<file path="config.mk">
export PLATFORM = sky130hd
export DESIGN_NAME = mul_div_unit
export DESIGN_NICKNAME = d
export VERILOG_FILES = /design/src/rtl/mdu_pkg.sv /design/src/rtl/div_core.sv /design/src/rtl/mul_div_unit.sv
export SDC_FILE = /design/constraint.sdc
export NUM_CORES = 2
export LEC_CHECK = 0
export BUFFER_PORTS_ARGS = -buffer_cell sky130_fd_sc_hd__buf_4
export CORE_MARGIN = 2
export CORE_UTILIZATION = 60
export DETAILED_ROUTE_END_ITERATION = 16
export PLACE_DENSITY = 0.77
export SLEW_MARGIN = 30
export SYNTH_ARGS = -nofsm -noshare
export SYNTH_HDL_FRONTEND = slang
export SYNTH_SLANG_ARGS = --single-unit
</file>
<file path="constraint.sdc">
create_clock -name clk -period 9.6 [get_ports clk]
set_input_delay 0.96 -clock clk [delete_from_list [all_inputs] [get_ports clk]]
set_output_delay 0.96 -clock clk [all_outputs]
set_load 0.03 [all_outputs]
</file>
<file path="src/rtl/mdu_pkg.sv">
// Shared encodings for the execute-stage multiply/divide unit.
// Op codes, FSM states and the divider iteration count.
package mdu_pkg;
    localparam logic [2:0] MDU_MULT  = 3'd0;
    localparam logic [2:0] MDU_MULTU = 3'd1;
    localparam logic [2:0] MDU_DIV   = 3'd2;
    localparam logic [2:0] MDU_DIVU  = 3'd3;
    localparam logic [2:0] MDU_MTHI  = 3'd4;
    localparam logic [2:0] MDU_MTLO  = 3'd5;

    localparam int DIV_ITER = 32;

    typedef enum logic [1:0] {IDLE, MUL, DIV, FIX} mdu_state_t;
endpackage

</file>
<file path="src/rtl/div_core.sv">
// Iterative restoring divider on operand magnitudes, one quotient bit per cycle.
// Latency: W cycles after start; valid marks the last iteration, results are final the cycle after.
// Backpressure: none; start while running is not expected, flush aborts immediately.
module div_core
    import mdu_pkg::*;
#(
    parameter int W = DIV_ITER
) (
    input  logic         clk,
    input  logic         rst,
    input  logic         start,
    input  logic         flush,
    input  logic [W-1:0] dividend,
    input  logic [W-1:0] divisor,
    input  logic         neg_q,
    input  logic         neg_r,
    output logic [W-1:0] quotient,
    output logic [W-1:0] remainder,
    output logic         valid
);
    localparam int CW = $clog2(W);

    logic [W-1:0]  rem_q, quo_q, dvs_q;
    logic [CW-1:0] cnt;
    logic          run, nq, nr;
    logic [W:0]    shifted, trial;

    // rem < divisor always holds, so the W+1-bit trial MSB is a clean borrow flag.
    assign shifted = {rem_q, quo_q[W-1]};
    assign trial   = shifted - {1'b0, dvs_q};

    always_ff @(posedge clk) begin
        if (rst) begin
            rem_q <= '0;
            quo_q <= '0;
            dvs_q <= '0;
            cnt   <= '0;
            run   <= 1'b0;
            nq    <= 1'b0;
            nr    <= 1'b0;
        end else if (flush) begin
            run <= 1'b0;
            cnt <= '0;
        end else if (start) begin
            rem_q <= '0;
            quo_q <= dividend;
            dvs_q <= divisor;
            cnt   <= '0;
            run   <= 1'b1;
            nq    <= neg_q;
            nr    <= neg_r;
        end else if (run) begin
            rem_q <= trial[W] ? shifted[W-1:0] : trial[W-1:0];
            quo_q <= {quo_q[W-2:0], ~trial[W]};
            cnt   <= cnt + 1'b1;
            if (cnt == CW'(W - 1))
                run <= 1'b0;
        end
    end

    assign valid     = run && (cnt == CW'(W - 1));
    assign quotient  = nq ? -quo_q : quo_q;
    assign remainder = nr ? -rem_q : rem_q;
endmodule

</file>
<file path="src/rtl/mul_div_unit.sv">
// Execute-stage MULT/DIV unit owning the architectural HI/LO registers.
// Latency: MULT/MULTU 1 cycle, DIV/DIVU 33 cycles, MTHI/MTLO written at the accepting edge.
// Backpressure: busy holds the front of the pipeline; start while busy is dropped, flush aborts.
module mul_div_unit
    import mdu_pkg::*;
#(
    parameter int DIV_BITS = 32
) (
    input  logic        clk,
    input  logic        rst,
    input  logic        start,
    input  logic [2:0]  op,
    input  logic [31:0] rs_val,
    input  logic [31:0] rt_val,
    input  logic        flush,
    output logic        busy,
    output logic        done,
    output logic [31:0] hi,
    output logic [31:0] lo
);
    mdu_state_t  state, state_nx;
    logic        accept, mul_go, div_go;
    logic [31:0] a_q, b_q;
    logic        mul_signed;
    logic [63:0] a_ext, b_ext, product;

    logic        div_signed, a_neg, b_neg, div_neg_q, div_valid;
    logic [31:0] a_mag, b_mag, div_quo, div_rem;

    always_ff @(posedge clk) begin
        if (rst || flush)
            state <= IDLE;
        else
            state <= state_nx;
    end

    always_comb begin
        state_nx = state;
        case (state)
            IDLE: begin
                if (mul_go)
                    state_nx = MUL;
                else if (div_go)
                    state_nx = DIV;
            end
            MUL:     state_nx = IDLE;
            DIV:     if (div_valid) state_nx = FIX;
            FIX:     state_nx = IDLE;
            default: state_nx = IDLE;
        endcase
    end

    always_comb begin
        busy   = (state != IDLE);
        accept = (state == IDLE) && start && !flush;
        mul_go = accept && (op == MDU_MULT || op == MDU_MULTU);
        div_go = accept && (op == MDU_DIV || op == MDU_DIVU);
    end

    always_ff @(posedge clk) begin
        if (rst) begin
            a_q        <= '0;
            b_q        <= '0;
            mul_signed <= 1'b0;
        end else if (mul_go) begin
            a_q        <= rs_val;
            b_q        <= rt_val;
            mul_signed <= (op == MDU_MULT);
        end
    end

    // Sign-extending to 64 bits lets one unsigned multiplier serve both MULT and MULTU.
    assign a_ext   = {{32{mul_signed & a_q[31]}}, a_q};
    assign b_ext   = {{32{mul_signed & b_q[31]}}, b_q};
    assign product = a_ext * b_ext;

    assign div_signed = (op == MDU_DIV);
    assign a_neg      = div_signed & rs_val[31];
    assign b_neg      = div_signed & rt_val[31];
    assign a_mag      = a_neg ? -rs_val : rs_val;
    assign b_mag      = b_neg ? -rt_val : rt_val;
    // On divide-by-zero the raw quotient is all ones and the remainder fix-up restores rs_val,
    // so suppressing only the quotient negation yields LO=all ones, HI=rs_val.
    assign div_neg_q  = (a_neg ^ b_neg) && (rt_val != '0);

    div_core #(.W(DIV_BITS)) u_div_core (
        .clk       (clk),
        .rst       (rst),
        .start     (div_go),
        .flush     (flush),
        .dividend  (a_mag),
        .divisor   (b_mag),
        .neg_q     (div_neg_q),
        .neg_r     (a_neg),
        .quotient  (div_quo),
        .remainder (div_rem),
        .valid     (div_valid)
    );

    always_ff @(posedge clk) begin
        if (rst) begin
            hi   <= '0;
            lo   <= '0;
            done <= 1'b0;
        end else begin
            done <= 1'b0;
            if (!flush) begin
                case (state)
                    IDLE: begin
                        if (start && op == MDU_MTHI) hi <= rs_val;
                        if (start && op == MDU_MTLO) lo <= rs_val;
                    end
                    MUL: begin
                        {hi, lo} <= product;
                        done     <= 1'b1;
                    end
                    FIX: begin
                        lo   <= div_quo;
                        hi   <= div_rem;
                        done <= 1'b1;
                    end
                    default: ;
                endcase
            end
        end
    end
endmodule
</file>
==> impl_results.md <==
- Avg Inst Size Synth: 8.577 µm²
- Gr usage total: a little over a third
- Synth area leaders: fa_1 (43%), dfxtp_1 (9.1%), inv_1 (8.7%), nand2_1 (7.7%), ha_1 (6.0%)
- Max-slew violation count: 0
- WP data arrival: 9.60 ns
- Clk pwr share: 42.6%
- Initial core utilization: 60.74%
- Fill count: about 7,200
- Comb pwr share: 18.8%
- Vias: 41,710
- Worst-Skew Late Latency: 0.58 ns
- Root cell of the clock tree: clkbuf_16
- Post-synthesis sequential area ratio: 9.106%
- Core area: roughly 0.085 mm²
- Synth Flop Type: dfxtp_1
- Leakage: 25.94 nW
- Synth cell count leaders: inv_1 (1,197), fa_1 (1,126), nand2_1 (1,063), and2_1 (353), clkbuf_1 (339)
- Setup Buffers After CTS: 0
- Achievable Freq: ~0.11 GHz
- Total global routing overflow: 0
- Share of cells above drive strength 1: 5.846%
- Count leader, synth: inv_1
- CTS buffer count: 28
- Reg clk slew, reported paths: 0.06 ns
- Wire per inst: around 21 µm
- Post-Route WL: around 150,000 µm
- Via density: 5.849
- Place WS: 0.5429 ns
- Slew @ Worst Pin: 1.046 ns
- Slew margin rel.: approximately 30%
- Post-synthesis cell count: 6,049
- P per Cell Area: 49.58 mW/mm²
- Final hold violation count: 0
- IO Port Bufs: 136
- WP data required: 10.03 ns
- EDFF count, synth: 0
- Setup TNS Final: 0 ns
- VDD IR max: ~0.10 mV
- Yosys warnings: 0
- Die Height: approximately 300 µm
- Switch Pwr: between 0.8 and 0.9 mW
- Cell Rows: 107
- CTS tree: done
- Startpoint class of the critical path: register
- Clock period minus worst slack: roughly 9 ns
- Layout Area Growth over Synthesis: 5.725%
- Worst hold path class: reg2reg
- Outcome: complete, no violations
- I/O pins: 137
- Synthesized area: 0.05188 mm²
- Largest net degree at the start of global routing: 122
- First-pass GRT wire length: around 240,000 µm
- Clk_skew: 0.02925 ns
- Remaining antenna violation count after routing: 0
- Clock tree buffer depth: 3
- Die Wd: 298.1 µm
- Flop pwr share: between 30% and 40%
- Crit path kind: reg2reg
- Number of global-route vias before repair: 43,770
- Final setup violation count: 0
- GP Congestion: 0.9925
- Synth area leader: fa_1
- Detail Placement HPWL: around 120,000 µm
- DR DRC count: 0
- Internal cell power: approximately 1.9 mW
- Yosys top cell area share: between 40% and 50%
- Nets: 7,412
- Post-synthesis cell type count: 77
- Fin crit share: 95.48%
- Hold_ws: 0.4524 ns
- CTS resizes: 0
- First DRT Iteration DRCs: 3,524
- Hold Buf Count CTS: 0
- Max-cap violations: 0
- H-Tree Depth: 1
- Switching share of total power: 31.42%
- Final worst setup slack: ~0.43 ns
- RSZ-0062 raised after global routing: false
- #FFs+latches synth: 236
- Initial antenna violation count: 3
- Share of synthesized flip-flops with an asynchronous set or reset: 0%
- Clock Sinks: 236
- Post-synth net total: 7,496
- CP max FO: 21
- Pre-antenna DRT Iters: 6
- CP Capture Type: register
- DIE AREA: roughly 0.089 mm²
[per-stage QoR]
stage	utilization, %	total power [mW]	cells	cell area [µm²]
final	64.22	2.720	7132	54850
after global routing	64.22	2.803	7132	54850
after CTS	64.21	2.709	7131	54840
after detailed placement	63.05	1.567	7079	53860
after global placement	63.05	1.564	7079	53850
after floorplan	-	1.376	6049	51880
[final cells by class]
class	instances	area, µm²	share of cell area, %
Multi-Input combinational cell	4258	41350	75.38
Clock buffer	39	823.3	1.501
Timing Repair Buffer	244	1851	3.374
Clock inverter	13	161.4	0.2943
Sequential cell	236	4741	8.643
Inverter	1197	4493	8.191
Tap cell	1144	1431	2.610
Antenna cell	1	2.502	0.004562
[path summary, 6_finish.rpt]
check                                    start                                end  slack (ns)  cells past startpoint
max                       a_q[19]$_SDFFE_PP0P_                hi[16]$_SDFFE_PP0P_        0.43                     26
min reg2reg  u_div_core.dvs_q[22]$_SDFFE_PP0P_  u_div_core.dvs_q[22]$_SDFFE_PP0P_        0.45                      2
max reg2reg               a_q[19]$_SDFFE_PP0P_                hi[16]$_SDFFE_PP0P_        0.43                     26
min          u_div_core.dvs_q[22]$_SDFFE_PP0P_  u_div_core.dvs_q[22]$_SDFFE_PP0P_        0.45                      2
[worst max-delay path, cell delays in order (launching register included)]
cell and delay (ns):
dfxtp_1 0.95, nand2_1 0.19, fa_1 0.54, fa_1 0.50, inv_1 0.05, fa_1 0.51
inv_1 0.07, fa_1 0.50, fa_1 0.52, inv_1 0.06, fa_1 0.50, fa_1 0.50
inv_1 0.05, fa_1 0.56, inv_1 0.07, ha_1 0.37, a21oi_1 0.25, and2_1 0.20
nand2_1 0.06, nor4b_1 0.65, o31ai_1 0.28, a221o_1 0.44, a31oi_1 0.32, o21bai_1 0.14
xor2_1 0.20, a2111oi_0 0.45, nor3_1 0.07
[state kept, by name, summed over array words and instances, names as in the netlist, 2 cells and up]
signal and cells:
u_div_core.cnt 5, a_q 32, u_div_core.quo_q 32, u_div_core.rem_q 32, u_div_core.dvs_q 32, hi 32, b_q 32, state 2
lo 32
[power by group through the flow]
stage               combinational, mW  sequential, mW  clock, mW
finish                          0.512            1.05       1.16
global route                    0.549            1.05       1.20
CTS                             0.502            1.05       1.16
detailed placement              0.498            1.07          0
global placement                0.496            1.07          0
floorplan                       0.324            1.05          0
[layer usage]
layer	GRT usage, %	up-vias	routed length, µm
met5	0	-	0
met4	17.59	0	9089
met3	5.302	483	12850
met2	56.35	2045	71150
met1	45.50	20990	57390
li1	-	18200	-
[placed cells by master (no fill, tap or decap), types with 14 or more instances in the layout]
cell type,n
mux2i_1,40
inv_1,1197
o41ai_1,14
a21o_1,53
xor2_1,88
buf_4,242
xnor2_1,125
or2_2,16
nor3_1,57
clkbuf_16,29
a21oi_1,217
o21ai_0,137
a211oi_1,62
a311oi_1,40
or4_1,16
nand2b_1,17
ha_1,250
and3_1,28
nand2_1,1062
a31oi_1,16
o21bai_1,18
nor2_1,235
nand3_1,31
o31ai_1,32
dfxtp_1,223
nand4_1,17
nor2b_1,25
o211ai_1,35
and2_1,352
fa_1,1126
[cells by family after synthesis]
group | share of synthesized area (%)
xor gates and xnor gates | 3.596
DFF | 9.106
AOI/OAI and AO/OA | 9.061
adders and majority gates | 49.48
and+or+nand+nor | 16.68
muxes | 0.7717
buffers and inverters | 11.30
No activity file was read; power rests on OpenSTA's default activity.
